### src/rtl/instr_fetch_if.sv
// instr_fetch_if: instruction memory and decode-stage handshake signals of the fetch stage.
interface instr_fetch_if #(parameter int IM_AW = 10);
  logic [IM_AW-1:0] im_addr;
  logic [31:0]      im_dout;
  logic             if_valid;
  logic [31:0]      if_instr;
  logic [31:0]      if_pc;
  logic [31:0]      if_pc4;
  logic             id_ready;
  logic             redirect;
  logic [31:0]      redirect_pc;
  logic             fault;
  modport master (
    output im_addr, if_valid, if_instr, if_pc, if_pc4, fault,
    input  im_dout, id_ready, redirect, redirect_pc
  );
  modport slave (
    input  im_addr, if_valid, if_instr, if_pc, if_pc4, fault,
    output im_dout, id_ready, redirect, redirect_pc
  );
endinterface

### src/rtl/instr_fetch_unit.sv
// instr_fetch_unit: owns the PC, fetches from combinational instruction memory, and handles stalls, redirects and faults.
module instr_fetch_unit #(
  parameter logic [31:0] RESET_PC = 32'h0000_3000,
  parameter int          IM_AW    = 10
) (
  input logic            clk,
  input logic            rst_n,
  instr_fetch_if.master  f
);
  typedef enum logic [1:0] {BOOT, RUN, FAULT} state_t;
  state_t      state;
  logic [31:0] pc, instr, ipc;
  logic        valid, flt, in_win;
  // Window is the 2^(IM_AW+2)-byte region that holds RESET_PC; stored redirect targets are checked here at fetch time.
  assign in_win     = (pc[31:IM_AW+2] == RESET_PC[31:IM_AW+2]) && (pc[1:0] == 2'b00);
  assign f.im_addr  = pc[IM_AW+1:2];
  assign f.if_valid = valid;
  assign f.if_instr = instr;
  assign f.if_pc    = ipc;
  assign f.if_pc4   = ipc + 32'd4;
  assign f.fault    = flt;
  always_ff @(posedge clk or negedge rst_n)
    if (!rst_n) begin
      state <= BOOT;
      pc    <= RESET_PC;
      valid <= 1'b0;
      instr <= '0;
      ipc   <= '0;
      flt   <= 1'b0;
    end else
      case (state)
        BOOT: state <= RUN;
        RUN:
          if (f.redirect) begin
            pc    <= f.redirect_pc;
            valid <= 1'b0;
          end else if (!valid || f.id_ready) begin
            if (in_win) begin
              instr <= f.im_dout;
              ipc   <= pc;
              valid <= 1'b1;
              pc    <= pc + 32'd4;
            end else begin
              state <= FAULT;
              flt   <= 1'b1;
              valid <= 1'b0;
            end
          end
        default: valid <= 1'b0;
      endcase
endmodule

### src/flat_wrapper.sv
// flat-port wrapper written by rule: the top's interface ports become plain ports
module instr_fetch_unit_flat 
#(
  parameter logic [31:0] RESET_PC = 32'h0000_3000,
  parameter int          IM_AW    = 10
)
  (clk, rst_n, f_im_addr, f_if_valid, f_if_instr, f_if_pc, f_if_pc4, f_fault, f_im_dout, f_id_ready, f_redirect, f_redirect_pc);
  instr_fetch_if #(.IM_AW(IM_AW)) f_i ();
  input logic clk;
  input logic rst_n;
  output wire logic [$bits(f_i.im_addr)-1:0] f_im_addr;
  output wire logic [$bits(f_i.if_valid)-1:0] f_if_valid;
  output wire logic [$bits(f_i.if_instr)-1:0] f_if_instr;
  output wire logic [$bits(f_i.if_pc)-1:0] f_if_pc;
  output wire logic [$bits(f_i.if_pc4)-1:0] f_if_pc4;
  output wire logic [$bits(f_i.fault)-1:0] f_fault;
  input wire logic [$bits(f_i.im_dout)-1:0] f_im_dout;
  input wire logic [$bits(f_i.id_ready)-1:0] f_id_ready;
  input wire logic [$bits(f_i.redirect)-1:0] f_redirect;
  input wire logic [$bits(f_i.redirect_pc)-1:0] f_redirect_pc;
  assign f_im_addr = f_i.im_addr;
  assign f_if_valid = f_i.if_valid;
  assign f_if_instr = f_i.if_instr;
  assign f_if_pc = f_i.if_pc;
  assign f_if_pc4 = f_i.if_pc4;
  assign f_fault = f_i.fault;
  assign f_i.im_dout = f_im_dout;
  assign f_i.id_ready = f_id_ready;
  assign f_i.redirect = f_redirect;
  assign f_i.redirect_pc = f_redirect_pc;
  instr_fetch_unit #(.RESET_PC(RESET_PC), .IM_AW(IM_AW)) u_core (.clk(clk), .rst_n(rst_n), .f(f_i));
endmodule
### config.mk
export PLATFORM = sky130hd
export DESIGN_NAME = instr_fetch_unit_flat
export DESIGN_NICKNAME = d
export VERILOG_FILES = /design/src/rtl/instr_fetch_if.sv /design/src/rtl/instr_fetch_unit.sv /design/src/flat_wrapper.sv
export SDC_FILE = /design/constraint.sdc
export NUM_CORES = 1
export LEC_CHECK = 0
export BUFFER_PORTS_ARGS = -buffer_cell sky130_fd_sc_hd__buf_2
export CORE_ASPECT_RATIO = 1.5
export CORE_MARGIN = 3
export CORE_UTILIZATION = 55
export CTS_BUF_LIST = sky130_fd_sc_hd__clkbuf_4
export CTS_CLUSTER_SIZE = 30
export DETAILED_ROUTE_END_ITERATION = 8
export HOLD_SLACK_MARGIN = 0.03
export PLACE_DENSITY = 0.95
export SYNTH_ARGS = -nofsm -noshare
export SYNTH_HDL_FRONTEND = slang
export SYNTH_SLANG_ARGS = --single-unit
export TNS_END_PERCENT = 20
### constraint.sdc
create_clock -name clk -period 3.04 [get_ports clk]
set_input_delay 0.608 -clock clk [delete_from_list [all_inputs] [get_ports clk]]
set_output_delay 0.608 -clock clk [all_outputs]
set_load 0.05 [all_outputs]
==> results of run 1 <==
## power groups by stage
| stage | sequential [uW] | combinational [uW] | clock [uW] |
|---|---|---|---|
| 4_1_cts | 1760 | 764 | 619 |
| 3_5_place_dp | 1780 | 762 | 0 |
| 2_1_floorplan | 1730 | 610 | 0 |
| 5_1_grt | 1800 | 831 | 672 |
| 3_3_place_gp | 1770 | 733 | 0 |
| 6_report | 1760 | 760 | 603 |
## cell families (layout without fill, tap and decap cells)
logic type / Yosys count / count (layout)
mux: 41 / 41
flops: 100 / 100
buf+inv: 35 / 212
simple gates: 180 / 180
fa+ha+maj: 2 / 2
xor+xnor: 30 / 30
compound gates: 61 / 61
## worst max-delay path, cell delays in order, from the launching register on
cell and delay [ns]:
dfrtp_1 0.49, nand2_1 0.11, or4b_4 0.56, nor4_4 0.16
buf_6 0.17, nand4_1 0.14, xnor2_2 0.17, buf_6 0.17
## sequential cells by signal, summed over array words and instances (netlist names)
name	count
u_core.f.if_instr	32
u_core.pc	32
u_core.f.if_valid	1
u_core.f.if_pc	32
u_core.f.fault	1
u_core.state	2
## metrics by stage
step / utilization / area, um2
after floorplan: - / 4860
after global placement: 0.683 / 5780
after detailed placement: 0.683 / 5780
after CTS: 0.705 / 5960
after global routing: 0.713 / 6040
final: 0.713 / 6040
## what timing repair did
item / in CTS / in global routing
pin swaps: 1 / 5
hold buffers: 0 / 0
buffers inserted: 5 / 2
endpoints found under the setup margin: 15 / 17
resized for setup: 15 / 16
## cell usage after synthesis (all sizes together) (2+ instances only)
cell / number / share of area
dfrtp: 98 / 0.51
nand2: 57 / 0.045
mux2: 40 / 0.094
nand3: 28 / 0.029
xnor2: 25 / 0.046
nor2: 24 / 0.019
buf: 21 / 0.030
nor2b: 20 / 0.026
a21oi: 16 / 0.017
o21ai: 14 / 0.015
nor4: 12 / 0.024
nand4: 9 / 0.012
clkbuf: 7 / 0.0055
inv: 7 / 0.0055
nor3: 6 / 0.0083
o22ai: 6 / 0.0078
and4: 5 / 0.0096
nand2b: 5 / 0.0065
or2: 5 / 0.0070
xor2: 5 / 0.0091
and3: 4 / 0.0052
a21boi: 2 / 0.0031
a21o: 2 / 0.0031
a22oi: 2 / 0.0031
a2bb2oi: 2 / 0.0036
a311oi: 2 / 0.0036
a31oi: 2 / 0.0026
and2: 2 / 0.0026
dfstp: 2 / 0.011
ha: 2 / 0.0052
o22a: 2 / 0.0036
## worst paths after layout
check	start	end	slack (ns)	cells past startpoint
max	u_core.f.if_pc[5]	f_if_pc4[27]	0.01	7
max in group asynchronous	rst_n	u_core.pc[5]	1.98	2
min in group clk	f_redirect_pc[31]	u_core.pc[31]	0.34	3
max reg2reg	u_core.pc[29]	u_core.f.if_instr[27]	0.63	5
min	rst_n	u_core.f.if_instr[1]	0.24	1
min reg2reg	u_core.f.fault	u_core.f.fault	0.49	1
## cell type report
cell class / count / area, um2 / area share
flip-flops and latches: 100 / 2510 / 0.416
multi-input cells: 314 / 2210 / 0.367
repair buffers: 190 / 1040 / 0.173
well taps: 107 / 134 / 0.0222
clock buffers: 12 / 90.1 / 0.0149
inverters: 7 / 26.3 / 0.00435
clock inverters: 3 / 15.0 / 0.00249
## metal layers
layer / share of wire / vias to the layer above / global-route usage
li1: - / 1914 / -
met3: 0.088 / 37 / 0.0663
met1: 0.35 / 2020 / 0.304
met4: 0.033 / 0 / 0.109
met5: 0 / - / 0
met2: 0.53 / 221 / 0.449
==> impl_metrics.py, run 1 <==
metrics = {
    "pwr": {
        "seqPwrFrac": 0.564,
        "internal-power_uw": 1960,
        "switching_share": 0.373,
        "comb_power_share": 0.243,
        "pwr-share-clk": 0.193,
        "total_power_uw": 3130,
        "power_density_nw_per_um2": 518,
        "p_leak_uw": 0.00316,
        "p_switching_uw": 1170,
        "ir_drop_v": 0.000462,
    },
    "finish": {
        "final_nets": 692,
        "layout_commonest_cell": "buf_2",
        "fill_cells": 610,
        "drive_above_1_share": 0.419,
        "syn2layout_area_growth_pct": 25.6,
        "n_antenna_cell": 0,
        "final_cell_mix": "165 x buf_2, 93 x dfrtp_1, 57 x nand2_1, 26 x mux2_2, 25 x nand3_1",
        "instances_no_fill": 733,
    },
    "synth": {
        "synth-seq-cells": 100,
        "synthAdderAreaFrac": 0.00521,
        "syn_avg_cell_area_um2": 10.7,
        "synth-edff-count": 0,
        "async_flop_share": 1.00,
        "synthSimpleGateAreaFrac": 0.200,
        "synth_fp_nets": 519,
        "netlist_instances": 449,
        "synth-compound-area-share": 0.0818,
        "synth-seq-area-share": 0.521,
        "yosys.area_share.xor_xnor": 0.0547,
        "synth_cell_types": 54,
        "synth_top_family_by_area": "simple AND/OR/NAND/NOR gates",
        "yosys_warnings": 0,
        "muxShareOfSynthArea": 0.0958,
        "ys.flop_type": "dfrtp_1",
        "netlist_area_um2": 4800,
    },
    "grt": {
        "grt_max_degree": 68,
        "antenna_found_initial": 0,
        "grt_pass1_wl_mm": 20.0,
        "grt_pass1_vias": 4090,
        "overflow": 0,
        "grt_usage": 0.262,
    },
    "setup_path": {
        "cp-end-kind": "output pin",
        "crit_type": "flip-flop to output pin",
        "worstPathRequired_ns": 2.43,
        "cp_max_fo": 6,
        "startpoint_type": "flip-flop",
        "cp.arrival_ns": 2.42,
    },
    "floorplan": {
        "floorplan.io_pins": 176,
        "die_area_um2": 9920,
        "rows": 41,
        "fp.coreArea_um2": 8460,
        "die_y_um": 120,
        "die_x_um": 82.3,
        "start_util": 0.568,
    },
    "detailed_routing": {
        "wire_per_inst_um": 17.7,
        "first_pass_iters": 5,
        "vias_per_cell": 5.72,
        "antenna_left": 0,
        "drc": 0,
        "vias": 4192,
        "drt-initial-drc-count": 230,
        "wirelength_mm": 12.9,
    },
    "placement": {
        "io_buffers": 175,
        "place.gp.congestion": 0.881,
        "dp_cells": 711,
        "dp_slack_ns": 0.198,
        "place_hpwl_mm": 9.20,
    },
    "timing": {
        "rsz0062_at_grt": "yes",
        "max_slew_margin": 0.448,
        "fmax_mhz": 330,
        "holdWs_ns": 0.238,
        "slew_violations": 0,
        "finalCritPeriodShare": 0.997,
        "final_hold_viol_count": 0,
        "tightest_slew_ns": 0.829,
        "setup-violations-final": 0,
        "timing.final.ws_setup_ns": 0.00961,
        "period_minus_slack_ns": 3.03,
        "clock_skew_ns": 0.0206,
        "finalSetupTns_ns": 0,
    },
    "outcome": {
        "status": "finished clean",
    },
    "clock_network": {
        "h-tree-depth": 3,
        "clock_path_buffers": 2,
        "cts_sinks": 100,
        "clk_latency_ns": 0.45,
        "root_buffer": "clkbuf_4",
        "cts_tree": "yes",
        "cts_buffers": 9,
        "clk_transition_reported_paths_ns": 0.15,
    },
    "min_path": {
        "hold_class": "input pin to asynchronous set/reset pin",
    },
    "run": {
        "max_cap_violations": 0,
    },
}
Note: power is estimated with default switching activity, not from simulation.
==> run 2: changes to the inputs <==
--- a/config.mk
+++ b/config.mk
@@ -9,7 +9,7 @@
 export CORE_ASPECT_RATIO = 1.5
 export CORE_MARGIN = 3
 export CORE_UTILIZATION = 55
-export CTS_BUF_LIST = sky130_fd_sc_hd__clkbuf_4
+export CTS_BUF_LIST = sky130_fd_sc_hd__clkbuf_8
 export CTS_CLUSTER_SIZE = 30
 export DETAILED_ROUTE_END_ITERATION = 8
 export HOLD_SLACK_MARGIN = 0.03
==> impl_metrics.py, run 2 (synthesis gave the netlist of run 1 again) <==
metrics = {
    "timing": {
        "tightest_slew_ns": 0.833,
        "finalCritPeriodShare": 0.992,
        "rsz0062_at_grt": "yes",
        "holdWs_ns": 0.352,
        "setup-violations-final": 0,
        "slew_violations": 0,
        "max_slew_margin": 0.445,
        "clock_skew_ns": 0.0144,
        "timing.final.ws_setup_ns": 0.0232,
        "fmax_mhz": 331,
        "finalSetupTns_ns": 0,
        "final_hold_viol_count": 0,
        "period_minus_slack_ns": 3.02,
    },
    "clock_network": {
        "cts_sinks": 100,
        "root_buffer": "clkbuf_8",
        "cts_tree": "yes",
        "clock_path_buffers": 2,
        "cts_buffers": 9,
        "clk_latency_ns": 0.35,
        "h-tree-depth": 3,
        "clk_transition_reported_paths_ns": 0.09,
        "holdBufCountCts": 0,
    },
    "setup_path": {
        "crit_slowest_cell": "or4b_4",
        "crit_type": "flip-flop to output pin",
        "cp.arrival_ns": 2.41,
        "cp_max_fo": 5,
        "critPathMaxStageDelay_ns": 0.50,
        "worstPathRequired_ns": 2.43,
        "cp_num_buf_inv": 2,
        "critical-path-top-delay-family": "simple AND/OR/NAND/NOR gates",
        "cp-end-kind": "output pin",
        "startpoint_type": "flip-flop",
        "cp_cell_sequence": "and4_4 -> or4b_4 -> nor4_4 -> buf_4 -> nand4_1 -> xnor2_2 -> buf_6",
    },
    "grt": {
        "top_usage_layer": "met2",
        "grt_use_met1": 0.298,
        "grt_usage": 0.255,
        "grt_pass1_wl_mm": 19.7,
        "grt_use_met2": 0.443,
        "grt_pass1_vias": 4037,
        "overflow": 0,
        "use_met3": 0.0514,
        "antenna_found_initial": 0,
        "grt_max_degree": 68,
    },
    "floorplan": {
        "die_y_um": 120,
        "floorplan.io_pins": 176,
        "rows": 41,
        "start_util": 0.568,
        "fp.coreArea_um2": 8460,
        "die_x_um": 82.3,
        "die_area_um2": 9920,
    },
    "pwr": {
        "ir_drop_v": 0.000343,
        "power_density_nw_per_um2": 541,
        "p_leak_uw": 0.00320,
    },
    "detailed_routing": {
        "first_pass_iters": 4,
        "wire_per_inst_um": 17.3,
        "vias_per_cell": 5.66,
        "drt-initial-drc-count": 263,
        "antenna_left": 0,
        "wirelength_mm": 12.7,
        "drc": 0,
        "vias": 4163,
    },
    "finish": {
        "drive_above_1_share": 0.412,
        "final_cell_mix": "166 x buf_2, 96 x dfrtp_1, 57 x nand2_1, 26 x mux2_2, 25 x nand3_1",
        "fill_cells": 613,
        "final_nets": 694,
        "syn2layout_area_growth_pct": 26.3,
        "layout_commonest_cell": "buf_2",
        "n_antenna_cell": 0,
    },
    "placement": {
        "io_buffers": 175,
        "place_hpwl_mm": 9.20,
        "dp_slack_ns": 0.198,
        "place.gp.congestion": 0.881,
    },
    "outcome": {
        "status": "finished clean",
    },
    "min_path": {
        "hold_class": "input pin to asynchronous set/reset pin",
    },
    "run": {
        "max_cap_violations": 0,
    },
}
[run 2: cell count changes in the layout (fill, tap and decap cells not counted), moves of 2 or more]
cell / delta
inv_1: +3
buf_4: +5
clkbuf_4: -12
clkinv_1: -2
clkbuf_8: +11
buf_6: -4
dfrtp_2: -3
dfrtp_1: +3
[run 2: per-stage QoR]
stage / std cells / power, uW / cell area (um2) / util
after detailed placement: 711 / 2550 / 5780 / 0.683
final: 735 / 3280 / 6070 / 0.717
after floorplan: 449 / 2340 / 4860 / -
after CTS: 727 / 3300 / 5980 / 0.707
after global placement: 711 / 2510 / 5780 / 0.683
after global routing: 735 / 3450 / 6070 / 0.717
[run 2: repair_timing]
item | CTS | global route
setup buffers | 1 | 8
pin swaps | 1 | 3
setup endpoints to repair | 13 | 14
endpoints found under the hold margin | 0 | 0
gates resized for setup | 9 | 10
[run 2: power by group]
part / switching (uW) / internal (uW) / total (uW) / leakage, uW
clock network: 426 / 330 / 756 / 0.0000952
registers: 243 / 1520 / 1770 / 0.00129
logic: 510 / 250 / 760 / 0.00181
total: 1180 / 2100 / 3280 / 0.00320
[run 2: path summary, 6_finish.rpt]
check                                   from                     to  slack [ns]  cells past startpoint
max                        u_core.f.if_pc[9]           f_if_pc4[27]        0.02                      7
min                                    rst_n   u_core.f.if_instr[5]        0.35                      1
max reg2reg                    u_core.pc[29]  u_core.f.if_instr[27]        0.63                      5
min reg2reg                   u_core.f.fault         u_core.f.fault        0.48                      1
max in group asynchronous              rst_n           u_core.pc[5]        1.88                      2
min in group clk           f_redirect_pc[31]          u_core.pc[31]        0.44                      3
[run 2: metal layers]
layer / up-vias / part of all wire
li1: 1919 / -
met1: 2011 / 0.36
met4: 0 / 0.032
met5: - / 0
met2: 200 / 0.53
met3: 33 / 0.079
[run 2: final cells by class]
class                      count  area, um2  area share
timing repair buffer         192       1040       0.172
inverter                       7       26.3     0.00433
tap                          107        134      0.0221
multi-input combinational    314       2190       0.361
clock buffer                  11        151      0.0249
sequential                   100       2510       0.413
clock inverter                 4       18.8     0.00309
[run 2: worst reg2reg max path: stages, from the launching register on]
cell and delay [ns]:
dfrtp_1 0.41, nor4_1 0.44, nand4_1 0.38, nor4_4 0.31, buf_12 0.34, mux2_2 0.41
